==> src/rtl/i2c_seq_ctrl_pkg.sv <==
// i2c_seq_ctrl_pkg: shared engine op codes, sequencer states, request payload and constants.
package i2c_seq_ctrl_pkg;

    localparam int unsigned NREQ   = 2;
    localparam int unsigned DEV_W  = 7;
    localparam int unsigned BYTE_W = 8;
    localparam int unsigned WORD_W = 16;

    localparam logic [DEV_W-1:0]  SLAVE_DEFAULT = 7'h3C;
    localparam logic [BYTE_W-1:0] ZERO8         = 8'h00;
    localparam logic [WORD_W-1:0] ZERO16        = 16'h0000;

    typedef enum logic [2:0] {
        OP_IDLE  = 3'd0,
        OP_START = 3'd1,
        OP_WRITE = 3'd2,
        OP_READ  = 3'd3,
        OP_STOP  = 3'd4
    } eng_op_e;

    typedef enum logic [3:0] {
        ST_IDLE    = 4'd0,
        ST_SADDR_W = 4'd1,
        ST_REG     = 4'd2,
        ST_WD_H    = 4'd3,
        ST_WD_L    = 4'd4,
        ST_SADDR_R = 4'd5,
        ST_RD_H    = 4'd6,
        ST_RD_L    = 4'd7,
        ST_STOP    = 4'd8,
        ST_FIN     = 4'd9
    } state_e;

    // Request fields latched at grant time
    typedef struct packed {
        logic              rw;
        logic              len2;
        logic [DEV_W-1:0]  dev;
        logic [BYTE_W-1:0] regaddr;
        logic [WORD_W-1:0] wdata;
    } req_fields_t;

    // Engine command issued by each command state
    function automatic eng_op_e state_op(input state_e s);
        case (s)
            ST_SADDR_W, ST_SADDR_R:    return OP_START;
            ST_REG, ST_WD_H, ST_WD_L:  return OP_WRITE;
            ST_RD_H, ST_RD_L:          return OP_READ;
            ST_STOP:                   return OP_STOP;
            default:                   return OP_IDLE;
        endcase
    endfunction

    // States that drive an engine command
    function automatic logic is_cmd(input state_e s);
        return (s != ST_IDLE) && (s != ST_FIN);
    endfunction

endpackage

==> src/rtl/i2c_seq_ctrl_arbiter.sv <==
// i2c_seq_ctrl_arbiter: 2-way round-robin; holds the grant for a whole transaction.
// After a transaction the priority goes to the requester that was not just served.
module i2c_seq_ctrl_arbiter
    import i2c_seq_ctrl_pkg::*;
(
    input  logic            clk,
    input  logic            reset,
    input  logic [NREQ-1:0] req,
    input  logic            load,
    input  logic            advance,
    output logic [NREQ-1:0] pick_c,
    output logic [NREQ-1:0] gnt,
    output logic            ptr
);

    // Candidate winner: the pointer names the requester with priority
    always_comb begin
        pick_c = 2'b00;
        if (ptr) begin
            if (req[1])      pick_c = 2'b10;
            else if (req[0]) pick_c = 2'b01;
        end else begin
            if (req[0])      pick_c = 2'b01;
            else if (req[1]) pick_c = 2'b10;
        end
    end

    // Grant register and round-robin pointer
    always_ff @(posedge clk) begin
        if (!reset) begin
            gnt <= 2'b00;
            ptr <= 1'b0;
        end else if (advance) begin
            gnt <= 2'b00;
            ptr <= gnt[0];
        end else if (load) begin
            gnt <= pick_c;
        end
    end

endmodule

==> config.mk <==
export PLATFORM = sky130hd
export DESIGN_NAME = i2c_seq_ctrl_arbiter
export DESIGN_NICKNAME = d
export VERILOG_FILES = /design/src/rtl/i2c_seq_ctrl_pkg.sv /design/src/rtl/i2c_seq_ctrl_arbiter.sv
export SDC_FILE = /design/constraint.sdc
export NUM_CORES = 1
export LEC_CHECK = 0
export ABC_AREA = 0
export CAP_MARGIN = 30
export CELL_PAD_IN_SITES_DETAIL_PLACEMENT = 1
export CELL_PAD_IN_SITES_GLOBAL_PLACEMENT = 2
export CORE_AREA = 3 3 40 42
export DETAILED_ROUTE_END_ITERATION = 6
export DIE_AREA = 0 0 43 45
export PLACE_DENSITY = 0.61
export SLEW_MARGIN = 10
export SYNTH_ARGS = -nofsm -noshare
export SYNTH_HDL_FRONTEND = slang
export SYNTH_SLANG_ARGS = --single-unit
==> constraint.sdc <==
create_clock -name clk -period 1.65 [get_ports clk]
set_input_delay 0.33 -clock clk [delete_from_list [all_inputs] [get_ports clk]]
set_output_delay 0.33 -clock clk [all_outputs]
set_load 0.05 [all_outputs]
; Word level (Yosys, flattened, before mapping)
; Index checks and enable logic that the tools add are counted.
[word_totals]
reg_bits = 3
latch_bits = 0
mem_bits_rw = 0
mem_bits_ro = 0
elab_cells = 9
mem_count = 0
[classes]
n_addsub = 0
mul = 0
div_mod_pow = 0
n_lt_le_gt_ge = 0
eq_ne = 0
n_shift = 0
n_mux = 5
bitwise = 1
reduce_logical = 1
[ops]
columns = operator, count
row1 = 2-to-1 mux 2 bit, 4
row2 = OR reduction 2 bit, 1
row3 = 2-to-1 mux 1 bit, 1
row4 = inverter 1 bit, 1

; Depth between registers and ports, before layout
; Gate-level depths: netlist of the first run.
[depth]
ltp_word = 3
depth_mapped = 2

; Worst setup path before layout of the first run
; No wires, ideal clock.
[synth_path]
path_kind = register to register
start = register ptr
end = register gnt[0]
setup_time_ps = 64
arrival_time_ps = 2051
t_required_ps = 1586
setup_slack_ps = -465
path_stages_with_launch = 3
path_buffers = 0
period_less_slack_ps = 2115
path_cell_list = dfxtp_1 -> a21boi_0 -> a22o_2
[synth_via]
elab_chain_cells = 1
[synth_lines]
columns = item, line
row1 = "start, declared", i2c_seq_ctrl_arbiter.sv:13  ; output logic ptr
row2 = "start signal, assigned", i2c_seq_ctrl_arbiter.sv:35  ; ptr <= gnt[0];
row3 = 2-to-1 mux 2 bit, i2c_seq_ctrl_arbiter.sv:19  ; if (ptr) begin
row4 = via pick_c[0], i2c_seq_ctrl_arbiter.sv:11  ; output logic [NREQ-1:0] pick_c,
row5 = "end signal, assigned", i2c_seq_ctrl_arbiter.sv:37  ; gnt <= pick_c;
row6 = "end, declared", i2c_seq_ctrl_arbiter.sv:12  ; output logic [NREQ-1:0] gnt,
; The timed path passes the listed nets, and every way through them passes these cells.
; A chain may end at the register's enable or synchronous reset.

; Worst setup path after layout of the first run
[layout_path]
start = input req[1]
end = output pick_c[0]
[layout_via]
elab_chain_cells = 2
[layout_lines]
columns = item, line
row1 = "start, declared", i2c_seq_ctrl_arbiter.sv:8  ; input logic [NREQ-1:0] req,
row2 = 2-to-1 mux 2 bit, i2c_seq_ctrl_arbiter.sv:20  ; if (req[1]) pick_c = 2'b10;
row3 = 2-to-1 mux 2 bit, i2c_seq_ctrl_arbiter.sv:19
row4 = "end, declared", i2c_seq_ctrl_arbiter.sv:11
; Every way passes these cells.

==> run_results.csv, run 1 <==
group,metric,value,unit
floorplanning,io-pin-count,11,
sta,whs,0.557,ns
sta,fin_crit,1.51,ns
sta,slew_viol_final,0,
global_route,grt_antenna_before_repair,0,
sta,hold_viol_final,0,
sta,tightest_slew,0.182,ns
placed_design,placed_cells_incl_taps,40,
route,first_iter_violations,1,
route,final_antenna_net_count,0,
synthesis,synthDistinctLibCells,11,
setup_path,path_max_fanout,3,
synthesis,ys_ff_latch,3,
cts,cts_hold_buf,0,
placed_design,dp_slack,-0.0684,ns
floorplanning,dieArea,0.00194,sq mm
global_route,grt_pass1_wl,903,microns
setup_path,crit_type,"in -> out",
synthesis,syn-num-nets,20,
synthesis,synth_area_leader_cell,"dfxtp_1",
pwr,power_density,830,mW/mm^2
pwr,p_total,0.262,mW
cts,cts_buffers,3,
floorplanning,num_rows,13,
floorplanning,initial_core_util,0.116,
outcome,status,"complete, no violations",
route,drt_wl_total,476,microns
layout,fin_cells,45,
cts,cts_root_buf,"clkbuf_4",
floorplanning,die_w,43,microns
synthesis,syn_area,149,sq um
flow_run,maxCapViolations,0,
hold_path,hold_class,"reg -> reg",
layout,nets,37,
floorplanning,die_h,45,microns
setup_path,worstPathRequired,1.32,ns
pwr,power.leakage,0.146,nW
layout,fin_area,315,sq um
sta,fin_skew,0.00172,ns
sta,tns,0,ns
setup_path,start_kind,"input port",
cts,clock_latency,0.23,ns
route,drt_pass1_iterations,3,
placed_design,routabilityCongestion,0.735,
synthesis,yosysSeqAreaShare,0.403,
route,viasPerCell,3.91,
layout,final_util,0.245,
sta,relSlewSlack,0.878,
synthesis,netlist.area_leader.share,0.403,
floorplanning,coreArea,0.00128,sq mm
placed_design,portBuffers,10,
layout,layout-drive-gt1-share,0.433,
pwr,irDropWorstVdd,0.501,mV
route,vias,176,
route,wl_per_cell,10.6,microns
sta,setup_ws,0.143,ns
global_route,grt_overflow,0,
route,drc,0,
sta,fin_crit_sh,0.913,
sta,setup_viol,0,
synthesis,netlist_instances,14,
sta,grt_setup_unrepaired,"no",
cts,h-tree-depth,1,
cts,cts_sinks,3,
synthesis,ys.warnings.count,0,
layout,diodes,0,
cts,clockBufferDepth,2,
setup_path,arrival,1.18,ns
global_route,grt_max_degree,5,
setup_path,end_kind,"primary output",
cts,cts.clk_slew.worst_paths,0.04,ns
global_route,grtUsageTotal,0.0691,
cts,cts_tree,"done",
sta,fmax,664,MHz
synthesis,avgSynthCellArea,10.6,sq um
global_route,grt_pass1_vias,201,
layout,area_delta_synth_final,112,%
synthesis,synth_area_leaders,"dfxtp_1, nor2b_1, a22o_2",
placed_design,postPlaceCellArea,279,sq um
-- power by group --
part / internal, mW / switching [mW]
combinational: 0.0300 / 0.0277
sequential: 0.0747 / 0.00143
clock: 0.0906 / 0.0372
total: 0.195 / 0.0664
-- Yosys cell counts --
library cell and instances:
dfxtp_1 3, nor2b_1 2, a21boi_0 1, a22o_2 1
a32o_1 1, and2_1 1, and2b_1 1, and2b_2 1
and3b_1 1, mux2i_1 1, or2b_1 1
-- logic make-up (layout without fill, tap and decap cells) --
| family | count (synthesis) | after routing | synth area share |
|---|---|---|---|
| mux | 1 | 1 | 0.0672 |
| flops | 3 | 3 | 0.403 |
| simple gates | 7 | 7 | 0.345 |
| compound gates | 3 | 3 | 0.185 |
| buf+inv | 0 | 16 | 0 |
-- worst max-delay path, cell delays in order --
cell             delay [ns]
clkdlybuf4s50_1        0.46
a21boi_2               0.23
buf_12                 0.16
-- area by class of cell --
cell class / instances / area (sq um)
Fill cell: 157 / 970
Sequential cell: 3 / 60.1
Timing Repair Buffer: 12 / 118
Multi-Input combinational cell: 11 / 92.6
Clock buffer: 4 / 26.3
Tap cell: 15 / 18.8
-- metal layers --
| layer | part of all wire | up-vias | GRT usage | wire [microns] |
|---|---|---|---|---|
| met2 | 0.36 | 13 | 0.0898 | 169 |
| met4 | 0 | 0 | 0.0181 | 0 |
| met1 | 0.48 | 80 | 0.0795 | 229 |
| li1 | - | 83 | - | - |
| met3 | 0.16 | 0 | 0.0677 | 77 |
| met5 | 0 | - | 0 | 0 |
-- placed cells by master (no fill, tap or decap) --
| cell type | instances |
|---|---|
| buf_4 | 5 |
| clkdlybuf4s50_1 | 4 |
| clkbuf_4 | 3 |
| dfxtp_1 | 3 |
| nor2b_1 | 2 |
| a21boi_2 | 1 |
| or2b_1 | 1 |
| and2_1 | 1 |
| mux2i_1 | 1 |
| and3b_1 | 1 |
| and2b_1 | 1 |
| and2b_2 | 1 |
| a32o_1 | 1 |
| a22o_2 | 1 |
| clkbuf_1 | 1 |
| dlygate4sd2_1 | 1 |
| buf_6 | 1 |
| buf_12 | 1 |
-- final timing paths --
| path | start | to | slack (ns) | cells past startpoint |
|---|---|---|---|---|
| max | req[1] | pick_c[0] | 0.14 | 3 |
| min reg2reg | gnt[0] | ptr | 0.56 | 2 |
| min | gnt[0] | ptr | 0.56 | 2 |
| max reg2reg | ptr | gnt[1] | 0.47 | 4 |
-- timing repair --
item                       CTS  global route
setup endpoints to repair    1             0
gates resized for setup      2             0
setup buffers                1             0
-- sequential cells by signal, indices dropped and copies added, names as in the netlist --
register	flops
gnt	2
ptr	1
Power figures use the tool's default switching activity.
==> run 2: changes to the inputs <==
--- a/config.mk
+++ b/config.mk
@@ -6,7 +6,7 @@
 export NUM_CORES = 1
 export LEC_CHECK = 0
 export ABC_AREA = 0
-export CAP_MARGIN = 30
+export CAP_MARGIN = 25
 export CELL_PAD_IN_SITES_DETAIL_PLACEMENT = 1
 export CELL_PAD_IN_SITES_GLOBAL_PLACEMENT = 2
 export CORE_AREA = 3 3 40 42
==> results of run 2 <==
Final layout, timing and power as in run 1 (identical DEF).
